<file path="src/rtl/rr_burst_scheduler_if.sv">
// Handshake bundle between requester FIFOs, the burst scheduler and the shared downstream port.
// req_lock_i exists only when RR_SCHED_LOCK_EN is defined.
interface rr_burst_scheduler_if #(
    parameter int NUM_REQ = 4,
    parameter int DATA_W  = 32
);
    logic [NUM_REQ-1:0]         req_valid_i;
    logic [NUM_REQ*DATA_W-1:0]  req_data_i;
    logic [NUM_REQ-1:0]         req_last_i;
    logic [NUM_REQ-1:0]         req_ready_o;
`ifdef RR_SCHED_LOCK_EN
    logic [NUM_REQ-1:0]         req_lock_i;
`endif
    logic                       out_valid_o;
    logic [DATA_W-1:0]          out_data_o;
    logic                       out_last_o;
    logic                       out_ready_i;
    logic [$clog2(NUM_REQ)-1:0] out_id_o;
    logic [NUM_REQ-1:0]         gnt_o;
    logic                       busy_o;

    // Scheduler side: consumes requests and downstream ready
    modport slave (
`ifdef RR_SCHED_LOCK_EN
        input  req_lock_i,
`endif
        input  req_valid_i, req_data_i, req_last_i, out_ready_i,
        output req_ready_o, out_valid_o, out_data_o, out_last_o,
        output out_id_o, gnt_o, busy_o
    );

    modport master (
`ifdef RR_SCHED_LOCK_EN
        output req_lock_i,
`endif
        output req_valid_i, req_data_i, req_last_i, out_ready_i,
        input  req_ready_o, out_valid_o, out_data_o, out_last_o,
        input  out_id_o, gnt_o, busy_o
    );
endinterface

</file>
<file path="src/rtl/rr_burst_scheduler.sv">
// Burst-granular round-robin scheduler sharing one valid/ready port among NUM_REQ requesters.
// Optional feature macro: RR_SCHED_LOCK_EN (requester may hold its grant across bursts).
module rr_burst_scheduler #(
    parameter int NUM_REQ   = 4,
    parameter int DATA_W    = 32,
    parameter int MAX_BEATS = 16
) (
    input  logic                  clk,
    input  logic                  reset_n,
    rr_burst_scheduler_if.slave   bus
);
    localparam int ID_W  = $clog2(NUM_REQ);
    localparam int CNT_W = $clog2(MAX_BEATS + 1);

    typedef enum logic {ST_IDLE, ST_BUSY} state_t;

    state_t             r_state;
    logic [NUM_REQ-1:0] r_mask;
    logic [NUM_REQ-1:0] r_gnt;
    logic [ID_W-1:0]    r_id;
    logic [CNT_W-1:0]   r_beatCnt;
    logic               r_busy;

    logic [NUM_REQ-1:0] w_maskedReq;
    logic [NUM_REQ-1:0] w_pickSrc;
    logic [ID_W-1:0]    w_pickId;
    logic [NUM_REQ-1:0] w_maskAbove;
    logic               w_selValid;
    logic               w_selLast;
    logic [DATA_W-1:0]  w_selData;
    logic               w_outValid;
    logic               w_outLast;
    logic               w_xfer;
    logic               w_lock;

    // Masked pick wins; an empty masked set falls back to plain lowest-index priority
    always_comb begin
        w_maskedReq = bus.req_valid_i & r_mask;
        w_pickSrc   = (|w_maskedReq) ? w_maskedReq : bus.req_valid_i;
        w_pickId    = '0;
        for (int i = NUM_REQ - 1; i >= 0; i--) begin
            if (w_pickSrc[i]) w_pickId = ID_W'(i);
        end
        w_maskAbove = '0;
        for (int i = 0; i < NUM_REQ; i++) begin
            w_maskAbove[i] = (i > int'(r_id));
        end
    end

    assign w_selValid = bus.req_valid_i[r_id];
    assign w_selLast  = bus.req_last_i[r_id];
    assign w_selData  = bus.req_data_i[r_id*DATA_W +: DATA_W];
    assign w_outValid = r_busy & w_selValid;
    assign w_outLast  = w_outValid & (w_selLast | (r_beatCnt == CNT_W'(MAX_BEATS - 1)));
    assign w_xfer     = w_outValid & bus.out_ready_i;

`ifdef RR_SCHED_LOCK_EN
    assign w_lock = bus.req_lock_i[r_id];
`else
    assign w_lock = 1'b0;
`endif

    assign bus.out_valid_o = w_outValid;
    assign bus.out_data_o  = r_busy ? w_selData : '0;
    assign bus.out_last_o  = w_outLast;
    assign bus.req_ready_o = r_gnt & {NUM_REQ{bus.out_ready_i}};
    assign bus.out_id_o    = r_id;
    assign bus.gnt_o       = r_gnt;
    assign bus.busy_o      = r_busy;

    // Forced-last beats end the grant exactly like a requester last beat
    always_ff @(posedge clk or negedge reset_n) begin
        if (!reset_n) begin
            r_state   <= ST_IDLE;
            r_mask    <= '1;
            r_gnt     <= '0;
            r_id      <= '0;
            r_beatCnt <= '0;
            r_busy    <= 1'b0;
        end else begin
            case (r_state)
                ST_IDLE: begin
                    if (|bus.req_valid_i) begin
                        r_gnt     <= NUM_REQ'(1) << w_pickId;
                        r_id      <= w_pickId;
                        r_beatCnt <= '0;
                        r_busy    <= 1'b1;
                        r_state   <= ST_BUSY;
                    end
                end
                ST_BUSY: begin
                    if (w_xfer) begin
                        if (w_outLast) begin
                            r_beatCnt <= '0;
                            if (!w_lock) begin
                                r_mask  <= w_maskAbove;
                                r_gnt   <= '0;
                                r_id    <= '0;
                                r_busy  <= 1'b0;
                                r_state <= ST_IDLE;
                            end
                        end else begin
                            r_beatCnt <= r_beatCnt + CNT_W'(1);
                        end
                    end
                end
                default: r_state <= ST_IDLE;
            endcase
        end
    end
endmodule

</file>
<file path="src/flat_wrapper.sv">
// flat-port wrapper written by rule: the top's interface ports become plain ports
module rr_burst_scheduler_flat 
#(
    parameter int NUM_REQ   = 4,
    parameter int DATA_W    = 32,
    parameter int MAX_BEATS = 16
)
  (clk, reset_n, bus_req_valid_i, bus_req_data_i, bus_req_last_i, bus_out_ready_i, bus_req_ready_o, bus_out_valid_o, bus_out_data_o, bus_out_last_o, bus_out_id_o, bus_gnt_o, bus_busy_o);
  rr_burst_scheduler_if #(.NUM_REQ(NUM_REQ), .DATA_W(DATA_W)) bus_i ();
  input  logic clk;
  input  logic reset_n;
  input wire logic [$bits(bus_i.req_valid_i)-1:0] bus_req_valid_i;
  input wire logic [$bits(bus_i.req_data_i)-1:0] bus_req_data_i;
  input wire logic [$bits(bus_i.req_last_i)-1:0] bus_req_last_i;
  input wire logic [$bits(bus_i.out_ready_i)-1:0] bus_out_ready_i;
  output wire logic [$bits(bus_i.req_ready_o)-1:0] bus_req_ready_o;
  output wire logic [$bits(bus_i.out_valid_o)-1:0] bus_out_valid_o;
  output wire logic [$bits(bus_i.out_data_o)-1:0] bus_out_data_o;
  output wire logic [$bits(bus_i.out_last_o)-1:0] bus_out_last_o;
  output wire logic [$bits(bus_i.out_id_o)-1:0] bus_out_id_o;
  output wire logic [$bits(bus_i.gnt_o)-1:0] bus_gnt_o;
  output wire logic [$bits(bus_i.busy_o)-1:0] bus_busy_o;
  assign bus_i.req_valid_i = bus_req_valid_i;
  assign bus_i.req_data_i = bus_req_data_i;
  assign bus_i.req_last_i = bus_req_last_i;
  assign bus_i.out_ready_i = bus_out_ready_i;
  assign bus_req_ready_o = bus_i.req_ready_o;
  assign bus_out_valid_o = bus_i.out_valid_o;
  assign bus_out_data_o = bus_i.out_data_o;
  assign bus_out_last_o = bus_i.out_last_o;
  assign bus_out_id_o = bus_i.out_id_o;
  assign bus_gnt_o = bus_i.gnt_o;
  assign bus_busy_o = bus_i.busy_o;
  rr_burst_scheduler #(.NUM_REQ(NUM_REQ), .DATA_W(DATA_W), .MAX_BEATS(MAX_BEATS)) u_core (.clk(clk), .reset_n(reset_n), .bus(bus_i));
endmodule
</file>
<file path="config.mk">
export PLATFORM = sky130hd
export DESIGN_NAME = rr_burst_scheduler_flat
export DESIGN_NICKNAME = d
export VERILOG_FILES = /design/src/rtl/rr_burst_scheduler_if.sv /design/src/rtl/rr_burst_scheduler.sv /design/src/flat_wrapper.sv
export SDC_FILE = /design/constraint.sdc
export NUM_CORES = 1
export LEC_CHECK = 0
export CAP_MARGIN = 40
export CORE_ASPECT_RATIO = 0.9
export CORE_MARGIN = 5
export CORE_UTILIZATION = 34
export DETAILED_ROUTE_END_ITERATION = 12
export GPL_ROUTABILITY_DRIVEN = 0
export PLACE_DENSITY = 0.89
export SLEW_MARGIN = 15
export SYNTH_ARGS = -nofsm -noshare
export SYNTH_HDL_FRONTEND = slang
export SYNTH_SLANG_ARGS = --single-unit
export TNS_END_PERCENT = 1
</file>
<file path="constraint.sdc">
create_clock -name clk -period 4.63 [get_ports clk]
set_clock_uncertainty 0.2 [all_clocks]
set_input_delay 0.6945 -clock clk [delete_from_list [all_inputs] [get_ports clk]]
set_output_delay 0.6945 -clock clk [all_outputs]
set_load 0.02 [all_outputs]
</file>
==> impl_results.md <==
* Finished Layout Cells at 422
* R2R depth at 8
* Comb pwr share at 0.774
* Status: completed
* Yosys reg bits at 17
* Die area at 7430 sq um
* Met3 GRT Util at 0.0408
* Clk network pwr share at 0.053
* Mapped Area at 1970 sq um
* GRT met1 Usage at 0.262
* Clk sink count at 17
* Inserted Diodes at 0
* Critical path endpoint category: primary output
* Area share of the leading cell type in the synthesized netlist at 0.365
* CTS resizes at 0
* Final worst path period share at 0.763
* Initial DRT Pass Iterations at 5
* Core area at 5660 sq um
* Worst Path Arrival at 2.64 ns
* Synth top area cells: mux4_2 (37%), dfrtp_1 (16%), and2_1 (12%)
* Switching Share at 0.426
* # setup viols final at 0
* Setup TNS at 0 ns
* RSZ-0062 raised after global routing: false
* First-pass GRT wire length at 12.5 mm
* Final hold vios at 0
* Worst Tran Pin Value at 0.748 ns
* Post-CTS Setup Inserts at 0
* Ratio of cells with drive above 1 in the final layout at 0.148
* Syn_nets at 316
* HPWL after DPL at 7.14 mm
* Htree depth at 1
* Routed len/inst at 19.9 microns
* Setup crit start: bus_req_valid_i[3]
* Peak supply drop at 562 uV
* GR peak layer: met2
* Max_cap viols at 0
* CTS tree: built
* Io pins at 184
* Syn Area/Cell at 11.3 sq um
* Post-synth EDFFs at 0
* Grt met2 use at 0.395
* Dominant cell type by area after synthesis: mux4_2
* Setup CP Type: in -> out
* Largest net degree at the start of global routing at 28
* Post-synthesis cell count at 175
* Worst R2R Start: u_core.r_beatCnt[0]
* Total CTS buffers at 3
* Via-to-Cell Ratio at 5.27
* Vias in the first global route at 2314
* Clock latency on the worst-skew pair at 0.25 ns
* Max-slew violations at 0
* Hold_sp: u_core.r_beatCnt[4]
* Net count, final at 494
* Max Root-Sink Buffers at 2
* YS warnings at 0
* Grt ovf at 0
* Die H at 82.3 microns
* Initial DRC count at 48
* # placed instances at 418
* Area growth syn-to-layout at 98.9%
* Design Area, Final at 3930 sq um
* Cell Area, Placed at 3880 sq um
* P_int at 1170 uW
* Initial core utilization at 0.349
* Sequential Power Share at 0.172
* Hold Path Class: reg -> reg
* Leak Pwr at 0.00146 uW
* Clk slew on worst S/H paths at 0.06 ns
* Ys async rst share at 1.00
* Top_reg_cell synth: dfrtp_1
* Sequential-to-total area share from yosys stat at 0.218
* PwrDens at 521 nW/um^2
* Post-Route WL at 8.42 mm
* Total number of vias at 2225
* Rel. slew slack at 0.500
* Max frequency at 0.283 GHz
* Hold-fix buffers, CTS at 0
* Net Sw Power at 873 uW
* Clk root buf: clkbuf_8
* Minimum clock period at 3.53 ns
* Hold path depth at 2
* # rows at 26
* Routed Antenna Nets at 0
* Nature of the critical path startpoint: primary input
* Crit Path Max Fanout at 6
* Post-route DRC at 0
* Library cells used by synthesis at 35
* Antenna violations before repair at 0
* Gr usage total at 0.214
* Die X at 90.3 microns
* Critical path required time at 3.74 ns
* I/O Buffers at 183
[synth_stat cells (all sizes together) (3+ instances only)]
cell type   n
clkbuf      4
o21ai       5
dfrtp      13
a21oi       5
nand2      12
o22ai       4
and3        3
mux4       32
buf        10
nand3       3
inv         9
a32o        3
a21o        3
and2       37
a22oi       3
mux2i       4
dfstp       4
nor2        4
[routing by layer]
layer / wire length, microns / vias up
met5: 0 / -
met2: 4470 / 122
met1: 3180 / 1067
met4: 172 / 0
met3: 596 / 12
li1: - / 1024
[final cells by class]
cell class / instances / area [sq um]
inverters: 9 / 33.8
flip-flops and latches: 17 / 433
repair buffers: 187 / 1890
fillers: 432 / 1730
clock buffers: 4 / 45.0
multi-input cells: 135 / 1430
well taps: 70 / 87.6
[worst max-delay path, stage by stage]
cell,delay (ns)
clkdlybuf4s50_1,0.59
mux2i_1,0.16
o22ai_4,0.23
nand2_1,0.21
inv_1,0.14
clkdlybuf4s50_1,0.61
[cell families after synthesis]
kind of cell | after synthesis | share of synthesized area
simple gates | 65 | 0.194
compound gates | 32 | 0.134
mux | 36 | 0.385
buf+inv | 23 | 0.0558
fa+ha+maj | 2 | 0.0127
flops | 17 | 0.218
[worst paths after layout]
path | slack [ns] | end
max in group asynchronous | 3.03 | u_core.bus.out_id_o[0]
worst max-delay path | 1.10 | bus_out_last_o
min in group asynchronous | 0.69 | u_core.bus.gnt_o[2]
worst min register to register | 0.29 | u_core.r_beatCnt[4]
worst min-delay path | 0.29 | u_core.r_beatCnt[4]
worst max register to register | 2.03 | u_core.bus.gnt_o[1]
[cell usage in the layout, fill, tap and decap left out, types with 3 or more instances in the layout]
master | Yosys | final
a21o_1 | 3 | 3
a21oi_1 | 5 | 5
a22oi_1 | 3 | 3
a32o_1 | 3 | 3
and2_1 | 37 | 37
and3_1 | 3 | 3
clkbuf_8 | 0 | 3
clkdlybuf4s50_1 | 0 | 183
dfrtp_1 | 13 | 11
dfstp_2 | 4 | 4
inv_1 | 9 | 9
mux2i_1 | 4 | 4
mux4_2 | 32 | 32
nand2_1 | 12 | 12
nand3_1 | 3 | 3
nor2_1 | 4 | 4
o21ai_0 | 3 | 3
o22ai_1 | 3 | 3
[stage by stage]
step           power (uW)  worst slack [ns]  hold WS (ns)  utilization
2_1_floorplan        1270              2.06         0.199            -
3_3_place_gp         1860              1.12         0.262        0.677
3_5_place_dp         1950              1.10         0.283        0.686
4_1_cts              2070              1.11         0.298        0.694
5_1_grt              2180              1.01         0.313        0.694
6_report             2050              1.10         0.289        0.694
[flip-flops by register name, indices dropped and copies added, names as in the netlist]
name and cells:
u_core.bus.busy_o 1, u_core.bus.gnt_o 4, u_core.bus.out_id_o 2, u_core.r_beatCnt 5
u_core.r_mask 4, u_core.r_state 1
[power groups by stage]
stage	Sequential [uW]	Clock, uW	Combinational, uW
3_5_place_dp	354	0	1590
6_report	353	109	1590
3_3_place_gp	413	0	1450
5_1_grt	374	122	1690
2_1_floorplan	308	0	960
4_1_cts	354	113	1600
Power figures use the tool's default switching activity.
